### src/rtl/stepper_pkg.sv
// Shared constants for the stepper axis controller: register map, control and
// command bit positions, the eight-entry coil phase table and a byte-lane merge helper.
package stepper_pkg;

  // Per-channel register offsets.
  localparam logic [2:0] OFF_CTRL       = 3'd0;
  localparam logic [2:0] OFF_STATUS     = 3'd1;
  localparam logic [2:0] OFF_PERIOD     = 3'd2;
  localparam logic [2:0] OFF_COUNT      = 3'd3;
  localparam logic [2:0] OFF_POSITION   = 3'd4;
  localparam logic [2:0] OFF_PWM_PERIOD = 3'd5;
  localparam logic [2:0] OFF_DUTY_A     = 3'd6;
  localparam logic [2:0] OFF_DUTY_B     = 3'd7;

  // CTRL register bits.
  localparam int unsigned CTRL_EN     = 0;
  localparam int unsigned CTRL_DIR    = 1;
  localparam int unsigned CTRL_HALF   = 2;
  localparam int unsigned CTRL_IRQ_EN = 3;

  // CMD (write side of STATUS) bits.
  localparam int unsigned CMD_START    = 0;
  localparam int unsigned CMD_STOP     = 1;
  localparam int unsigned CMD_DONE_CLR = 2;

  // Phase index -> {ax, ay, bx, by}, active high.
  localparam logic [7:0][3:0] PHASE_TABLE = {
    4'b1001, 4'b0001, 4'b0101, 4'b0100, 4'b0110, 4'b0010, 4'b1010, 4'b1000
  };

  // Replace the byte lanes of old_val selected by byteen with those of new_val.
  function automatic logic [31:0] be_merge(input logic [31:0] old_val,
                                           input logic [31:0] new_val,
                                           input logic [3:0]  byteen);
    logic [31:0] res;
    for (int i = 0; i < 4; i++) begin
      res[8*i +: 8] = byteen[i] ? new_val[8*i +: 8] : old_val[8*i +: 8];
    end
    return res;
  endfunction

endpackage

### src/rtl/stepper_channel.sv
// One motor channel: register file, step timer, step/position counters, phase
// index, coil PWM and the registered active-low H-bridge drives.
module stepper_channel
  import stepper_pkg::*;
#(
  parameter int unsigned CNT_WIDTH = 32,
  parameter int unsigned PWM_WIDTH = 16
) (
  input  logic        clk,
  input  logic        rst,
  input  logic        wr,
  input  logic [2:0]  offset,
  input  logic [31:0] wdata,
  input  logic [3:0]  byteen,
  output logic [31:0] rdata,
  output logic        irq_req,
  output logic        ax_n,
  output logic        ay_n,
  output logic        bx_n,
  output logic        by_n,
  output logic        ae_n,
  output logic        be_n
);

  logic [3:0]           ctrl_q, ctrl_d;
  logic                 busy_q, busy_d;
  logic                 done_q, done_d;
  logic [CNT_WIDTH-1:0] period_q, period_d;
  logic [CNT_WIDTH-1:0] count_q, count_d;
  logic [CNT_WIDTH-1:0] pos_q, pos_d;
  logic [CNT_WIDTH-1:0] timer_q, timer_d;
  logic [2:0]           idx_q, idx_d;
  logic [PWM_WIDTH-1:0] pwm_period_q, pwm_period_d;
  logic [PWM_WIDTH-1:0] duty_a_q, duty_a_d;
  logic [PWM_WIDTH-1:0] duty_b_q, duty_b_d;
  logic [PWM_WIDTH-1:0] pwm_cnt_q, pwm_cnt_d;

  logic                 wr_ctrl, wr_cmd, start_req, stop_req, clr_req;
  logic [31:0]          merged;
  logic [CNT_WIDTH-1:0] reload;
  logic [2:0]           inc;
  logic                 pwm_a, pwm_b;
  logic [3:0]           phase;

  assign wr_ctrl   = wr && (offset == OFF_CTRL) && byteen[0];
  assign wr_cmd    = wr && (offset == OFF_STATUS) && byteen[0];
  // STOP wins over START in the same write.
  assign start_req = wr_cmd && wdata[CMD_START] && !wdata[CMD_STOP];
  assign stop_req  = wr_cmd && wdata[CMD_STOP];
  assign clr_req   = wr_cmd && wdata[CMD_DONE_CLR];

  // The readback value of the addressed register is the base for byte-lane merging.
  assign merged  = be_merge(rdata, wdata, byteen);
  assign reload  = (period_q == '0) ? '0 : period_q - CNT_WIDTH'(1);
  assign inc     = ctrl_q[CTRL_HALF] ? 3'd1 : 3'd2;
  assign pwm_a   = pwm_cnt_q < duty_a_q;
  assign pwm_b   = pwm_cnt_q < duty_b_q;
  assign phase   = PHASE_TABLE[idx_q];
  assign irq_req = done_q & ctrl_q[CTRL_IRQ_EN];

  // Register readback for the addressed offset; unused bits read as zero.
  always_comb begin
    rdata = '0;
    case (offset)
      OFF_CTRL:       rdata = {28'd0, ctrl_q};
      OFF_STATUS:     rdata = {30'd0, done_q, busy_q};
      OFF_PERIOD:     rdata = 32'(period_q);
      OFF_COUNT:      rdata = 32'(count_q);
      OFF_POSITION:   rdata = 32'(pos_q);
      OFF_PWM_PERIOD: rdata = 32'(pwm_period_q);
      OFF_DUTY_A:     rdata = 32'(duty_a_q);
      OFF_DUTY_B:     rdata = 32'(duty_b_q);
      default:        rdata = '0;
    endcase
  end

  // Next-state: bus writes, then the step generator, then the PWM counter.
  always_comb begin
    ctrl_d       = ctrl_q;
    busy_d       = busy_q;
    done_d       = done_q;
    period_d     = period_q;
    count_d      = count_q;
    pos_d        = pos_q;
    timer_d      = timer_q;
    idx_d        = idx_q;
    pwm_period_d = pwm_period_q;
    duty_a_d     = duty_a_q;
    duty_b_d     = duty_b_q;

    if (wr_ctrl) begin
      ctrl_d = wdata[3:0];
      // Step size is frozen for the duration of a move.
      if (busy_q) ctrl_d[CTRL_HALF] = ctrl_q[CTRL_HALF];
    end
    if (wr && offset == OFF_PERIOD)              period_d     = CNT_WIDTH'(merged);
    if (wr && offset == OFF_COUNT && !busy_q)    count_d      = CNT_WIDTH'(merged);
    if (wr && offset == OFF_POSITION && !busy_q) pos_d        = CNT_WIDTH'(merged);
    if (wr && offset == OFF_PWM_PERIOD)          pwm_period_d = PWM_WIDTH'(merged);
    if (wr && offset == OFF_DUTY_A)              duty_a_d     = PWM_WIDTH'(merged);
    if (wr && offset == OFF_DUTY_B)              duty_b_d     = PWM_WIDTH'(merged);

    if (clr_req) done_d = 1'b0;

    if (busy_q) begin
      if (stop_req) begin
        busy_d = 1'b0;
      end else if (timer_q == '0) begin
        idx_d   = ctrl_q[CTRL_DIR] ? idx_q + inc : idx_q - inc;
        pos_d   = ctrl_q[CTRL_DIR] ? pos_q + CNT_WIDTH'(1) : pos_q - CNT_WIDTH'(1);
        count_d = count_q - CNT_WIDTH'(1);
        timer_d = reload;
        if (count_q == CNT_WIDTH'(1)) begin
          busy_d = 1'b0;
          done_d = 1'b1;
        end
      end else begin
        timer_d = timer_q - CNT_WIDTH'(1);
      end
    end else if (start_req) begin
      if (count_q == '0) begin
        done_d = 1'b1;
      end else begin
        busy_d  = 1'b1;
        timer_d = reload;
      end
    end

    // Compare uses the current period so a lowered period wraps the counter at once.
    pwm_cnt_d = (pwm_cnt_q >= pwm_period_q) ? '0 : pwm_cnt_q + PWM_WIDTH'(1);
  end

  // Channel state registers.
  always_ff @(posedge clk or posedge rst) begin
    if (rst) begin
      ctrl_q       <= '0;
      busy_q       <= 1'b0;
      done_q       <= 1'b0;
      period_q     <= '0;
      count_q      <= '0;
      pos_q        <= '0;
      timer_q      <= '0;
      idx_q        <= '0;
      pwm_period_q <= '1;
      duty_a_q     <= '0;
      duty_b_q     <= '0;
      pwm_cnt_q    <= '0;
    end else begin
      ctrl_q       <= ctrl_d;
      busy_q       <= busy_d;
      done_q       <= done_d;
      period_q     <= period_d;
      count_q      <= count_d;
      pos_q        <= pos_d;
      timer_q      <= timer_d;
      idx_q        <= idx_d;
      pwm_period_q <= pwm_period_d;
      duty_a_q     <= duty_a_d;
      duty_b_q     <= duty_b_d;
      pwm_cnt_q    <= pwm_cnt_d;
    end
  end

  // Registered active-low bridge drives; all off in reset.
  always_ff @(posedge clk or posedge rst) begin
    if (rst) begin
      ax_n <= 1'b1;
      ay_n <= 1'b1;
      bx_n <= 1'b1;
      by_n <= 1'b1;
      ae_n <= 1'b1;
      be_n <= 1'b1;
    end else begin
      ax_n <= ~(ctrl_q[CTRL_EN] & phase[3] & pwm_a);
      ay_n <= ~(ctrl_q[CTRL_EN] & phase[2] & pwm_a);
      bx_n <= ~(ctrl_q[CTRL_EN] & phase[1] & pwm_b);
      by_n <= ~(ctrl_q[CTRL_EN] & phase[0] & pwm_b);
      ae_n <= ~ctrl_q[CTRL_EN];
      be_n <= ~ctrl_q[CTRL_EN];
    end
  end

endmodule

### src/rtl/stepper_axis_controller.sv
// Multi-channel stepper controller: Avalon-MM decode, per-channel instances,
// registered readback and registered interrupt.
module stepper_axis_controller
  import stepper_pkg::*;
#(
  parameter int unsigned CHANNELS  = 2,
  parameter int unsigned CNT_WIDTH = 32,
  parameter int unsigned PWM_WIDTH = 16
) (
  input  logic                          csi_MCLK_clk,
  input  logic                          rsi_MRST_reset,
  input  logic [$clog2(CHANNELS)+2:0]   avs_ctrl_address,
  input  logic [31:0]                   avs_ctrl_writedata,
  input  logic [3:0]                    avs_ctrl_byteenable,
  input  logic                          avs_ctrl_write,
  input  logic                          avs_ctrl_read,
  output logic [31:0]                   avs_ctrl_readdata,
  output logic                          avs_ctrl_waitrequest,
  output logic                          ins_irq_irq,
  output logic [CHANNELS-1:0]           AX,
  output logic [CHANNELS-1:0]           AY,
  output logic [CHANNELS-1:0]           BX,
  output logic [CHANNELS-1:0]           BY,
  output logic [CHANNELS-1:0]           AE,
  output logic [CHANNELS-1:0]           BE
);

  localparam int unsigned SelW  = (CHANNELS > 1) ? $clog2(CHANNELS) : 1;
  localparam int unsigned AddrW = $clog2(CHANNELS) + 3;

  logic [SelW-1:0]     ch_sel;
  logic                ch_valid;
  logic [2:0]          offset;
  logic [31:0]         ch_rdata [CHANNELS];
  logic [CHANNELS-1:0] irq_req;
  logic [31:0]         rd_mux;
  logic [31:0]         readdata_q;
  logic                irq_q;

  assign offset = avs_ctrl_address[2:0];

  if (CHANNELS > 1) begin : g_sel
    assign ch_sel = avs_ctrl_address[AddrW-1:3];
  end else begin : g_sel_single
    assign ch_sel = '0;
  end

  // Non-power-of-two channel counts leave holes in the map that read as zero.
  assign ch_valid = 32'(ch_sel) < CHANNELS;

  for (genvar i = 0; i < CHANNELS; i++) begin : g_ch
    stepper_channel #(
      .CNT_WIDTH(CNT_WIDTH),
      .PWM_WIDTH(PWM_WIDTH)
    ) u_channel (
      .clk    (csi_MCLK_clk),
      .rst    (rsi_MRST_reset),
      .wr     (avs_ctrl_write && ch_valid && (ch_sel == SelW'(i))),
      .offset (offset),
      .wdata  (avs_ctrl_writedata),
      .byteen (avs_ctrl_byteenable),
      .rdata  (ch_rdata[i]),
      .irq_req(irq_req[i]),
      .ax_n   (AX[i]),
      .ay_n   (AY[i]),
      .bx_n   (BX[i]),
      .by_n   (BY[i]),
      .ae_n   (AE[i]),
      .be_n   (BE[i])
    );
  end

  assign rd_mux = ch_valid ? ch_rdata[ch_sel] : '0;

  // Read latency of one; idle cycles return zero.
  always_ff @(posedge csi_MCLK_clk or posedge rsi_MRST_reset) begin
    if (rsi_MRST_reset) begin
      readdata_q <= '0;
      irq_q      <= 1'b0;
    end else begin
      readdata_q <= avs_ctrl_read ? rd_mux : '0;
      irq_q      <= |irq_req;
    end
  end

  assign avs_ctrl_readdata    = readdata_q;
  assign ins_irq_irq          = irq_q;
  assign avs_ctrl_waitrequest = 1'b0;

endmodule

### config.mk
export PLATFORM = sky130hd
export DESIGN_NAME = stepper_axis_controller
export DESIGN_NICKNAME = d
export VERILOG_FILES = /design/src/rtl/stepper_pkg.sv /design/src/rtl/stepper_channel.sv /design/src/rtl/stepper_axis_controller.sv
export SDC_FILE = /design/constraint.sdc
export NUM_CORES = 2
export LEC_CHECK = 0
export CORE_UTILIZATION = 25
export DETAILED_ROUTE_END_ITERATION = 10
export PLACE_DENSITY = 0.35
export SLEW_MARGIN = 0
export SYNTH_ARGS = -nofsm -noshare
export SYNTH_HDL_FRONTEND = slang
export SYNTH_HIERARCHICAL = 1
export SYNTH_SLANG_ARGS = --single-unit
### constraint.sdc
create_clock -name csi_MCLK_clk -period 9.17 [get_ports csi_MCLK_clk]
set_input_delay 1.834 -clock csi_MCLK_clk [delete_from_list [all_inputs] [get_ports csi_MCLK_clk]]
set_output_delay 1.834 -clock csi_MCLK_clk [all_outputs]
set_load 0.01 [all_outputs]
==> results.cfg <==
[clock_network]
numCtsBuffers = 61
ctsResizeCount = 0
clkLatencyLatePin_ps = 690
cts-root-buf = clkbuf_16
cts_tree = done
cts.sinks = 445
ctsHoldBuffers = 0
post_cts_buffers = 0
cts_buffer_depth = 3
clkSlewWorstSetupHoldPaths_ps = 60
h-tree-depth = 2

[placed_design]
preCtsSetupSlack_ps = 3811
place_hpwl_microns = 93210
place.gp.congestion = 0.8231
port_buffers = 88

[floorplan]
start_util = 0.2532
fp.dieW_microns = 351.3
die_h_microns = 351.3
dieArea_sq_um = 123400
io_pins = 90
rows = 127
core-area_sq_um = 120400

[power]
p_int_uw = 5195
p_comb_frac = 0.337
switching_power_uw = 3436
power_density_nw_per_um2 = 244.8
seqPwrFrac = 0.360
ir_drop_uv = 162.6
leakage_uw = 0.01534
p_sw_frac = 0.3981
clkPwrFrac = 0.303

[yosys]
synth_warnings = 6
ys_ff_latch = 445
yosysSeqAreaShare = 0.3669
netlist.area_leader.share = 0.3307
synth_edf_count = 0
avgSynthCellArea_sq_um = 8.549
syn_nets = 3783
syn_inst = 3567
yosys.area.top_type = dfrtp_1
synth_top_flop_cell = dfrtp_1
synthMostInstantiatedCell = nand2_1
ys_types = 100
synthesis.area_sq_um = 30500
synth_common_cells = 454 x nand2_1, 403 x dfrtp_1, 394 x o21ai_0, 276 x nor2_1, 232 x a21oi_1
yosys-top-cells-area = dfrtp_1 33%, ha_1 6.9%, o21ai_0 6.5%, nand2_1 5.6%, mux2i_1 5.3%
synth-async-reset-ratio = 1.000

[worst_setup_path]
start_kind = primary input
cpMaxStageDelayCell = nor2_1
rr_startpoint = g_ch[0].u_channel/ctrl_q[1]
cp.buffers_inverters = 3
reg2reg_setup_slack_ps = 5200
crit_fanout = 43
required_ps = 9740
critPathTopFamily = simple AND/OR/NAND/NOR gates
crit_type = in -> reg
endpoint_kind = register
r2r_end = g_ch[0].u_channel/pos_q[29]
r2r_cells = 12
max_stage_delay_ps = 630
path_cells = buf_2 -> buf_4 -> nor2b_1 -> nand3b_1 -> nor3_1 -> nand2_1 -> nand2_1 -> nor3_4 -> buf_4 -> nor2_1 -> nor2_1 -> o221a_2
cp_data_arrival_time_ps = 5350

[layout]
post-route-util = 0.2927
fillers = 13010
drive_above_1_share = 0.08650
antennaDiodeCount = 0
fin_nets = 3816
areaGrowthSynthToFinish_pct = 15.60

[detailed_routing]
drt-initial-drc-count = 1991
drc_errors = 0
vias = 26740
ant_nets = 0
drt_pass1_iterations = 6
wl_per_cell_microns = 23.87
viasPerCell = 5.079
totalWireLength_microns = 125700

[timing]
tns_ps = 0
setup_ws_ps = 4390
rsz0062_at_grt = no
relSlewSlack = 0.2450
fin_crit_sh = 0.5213
finalHoldViolations = 0
worst_pin_slew_ps = 1132
max_freq_ghz = 0.2092
setup_violations = 0
skew_ps = 25.30
fin_crit_ps = 4780
maxSlewViolCount = 0
fin_hold_ws_ps = 476.9

[global_routing]
gr-total-overflow = 0
grt_pass1_wl_microns = 187200
grt_max_degree = 127
antenna_found_initial = 4
grt_pass1_vias = 26500
track_usage = 0.2041

[job]
drv_cap = 0

[status]
status = finished clean

[worst_hold_path]
holdPathEnd = g_ch[1].u_channel/duty_a_q[4]
holdPathStages = 2
worstHoldStart = g_ch[1].u_channel/duty_a_q[4]
hold_path_class = reg -> reg
## per-layer routing
layer / GRT usage / wire length, microns / share of wire / vias to the layer above
met5: 0 / 24 / 0.00019 / -
met4: 0.04268 / 2150 / 0.017 / 4
met3: 0.03575 / 6595 / 0.052 / 117
met2: 0.3090 / 54370 / 0.43 / 601
met1: 0.3003 / 62520 / 0.50 / 13120
li1: - / - / - / 12900
## worst register-to-register path: cells and delay by family, from the launching register on
kind	cells	cell delay, ps
buf+inv	2	750
compound gates	8	2100
fa+ha+maj	1	320
flops	1	470
xor+xnor	1	200
## placed cells by master (no fill, tap or decap), types with 64 or more instances in the layout
cell type	count
nand2_1	451
dfrtp_1	403
o21ai_0	393
nor2_1	275
a21oi_1	232
inv_1	177
ha_1	168
mux2i_1	160
clkdlybuf4s50_1	83
xor2_1	82
nor3_1	81
nand3_1	76
a21o_1	67
a211oi_1	64
## logic make-up (layout without fill, tap and decap cells)
group,count (synthesis),count (layout),synth area share
compound gates,1048,1048,0.2151
xor+xnor,142,142,0.04078
fa+ha+maj,172,172,0.07155
buf+inv,362,448,0.04928
flops,445,445,0.3669
mux,187,187,0.06655
other cells,1,1,0.0001230
simple gates,1210,1210,0.1897
## how the worst max path moves through the flow
stage	to	slack (ps)	cells past startpoint	from
2_1_floorplan	g_ch[0].u_channel/busy_q	1750	1	rsi_MRST_reset
6_report	g_ch[0].u_channel/count_q[10]	4390	12	avs_ctrl_address[3]
3_3_place_gp	g_ch[0].u_channel/count_q[10]	3890	11	avs_ctrl_write
3_5_place_dp	g_ch[0].u_channel/count_q[10]	3810	12	avs_ctrl_address[3]
5_1_grt	g_ch[0].u_channel/count_q[31]	4130	12	avs_ctrl_address[3]
4_1_cts	g_ch[0].u_channel/count_q[10]	4500	12	avs_ctrl_address[3]
## power by group through the flow
stage               combinational [uW]  clock [uW]  sequential [uW]
CTS                               2950        2690             3110
floorplan                         2080           0             2840
detailed placement                2930           0             3140
finish                            2910        2610             3110
global route                      3290        2770             3180
global placement                  2940           0             3150
## layout make-up
cell class | count | area (sq um) | share of cell area
Multi-Input combinational cell | 2760 | 17860 | 0.5066
Sequential cell | 445 | 11190 | 0.3174
Tap cell | 1612 | 2017 | 0.05722
Clock buffer | 94 | 1810 | 0.05136
Timing Repair Buffer | 150 | 1343 | 0.03808
Inverter | 182 | 698.2 | 0.01981
Clock inverter | 22 | 335.3 | 0.009512
## flip-flops by register name (all words and copies together) (netlist names), 2 cells and up
register	flops
avs_ctrl_readdata	32
g_ch.u_channel/ax_n	2
g_ch.u_channel/ay_n	2
g_ch.u_channel/be_n	2
g_ch.u_channel/busy_q	2
g_ch.u_channel/bx_n	2
g_ch.u_channel/by_n	2
g_ch.u_channel/count_q	64
g_ch.u_channel/ctrl_q	8
g_ch.u_channel/done_q	2
g_ch.u_channel/duty_a_q	32
g_ch.u_channel/duty_b_q	32
g_ch.u_channel/idx_q	6
g_ch.u_channel/period_q	64
g_ch.u_channel/pos_q	64
g_ch.u_channel/pwm_cnt_q	32
g_ch.u_channel/pwm_period_q	32
g_ch.u_channel/timer_q	64
## per-stage QoR
stage,cells,cell area (sq um),power (uW)
detailed placement,5149,33110,6063
CTS,5265,35250,8749
finish,5265,35250,8631
global placement,5149,33110,6090
floorplan,3567,30500,4927
global route,5265,35250,9244
Note: power is estimated with default switching activity, not from simulation.
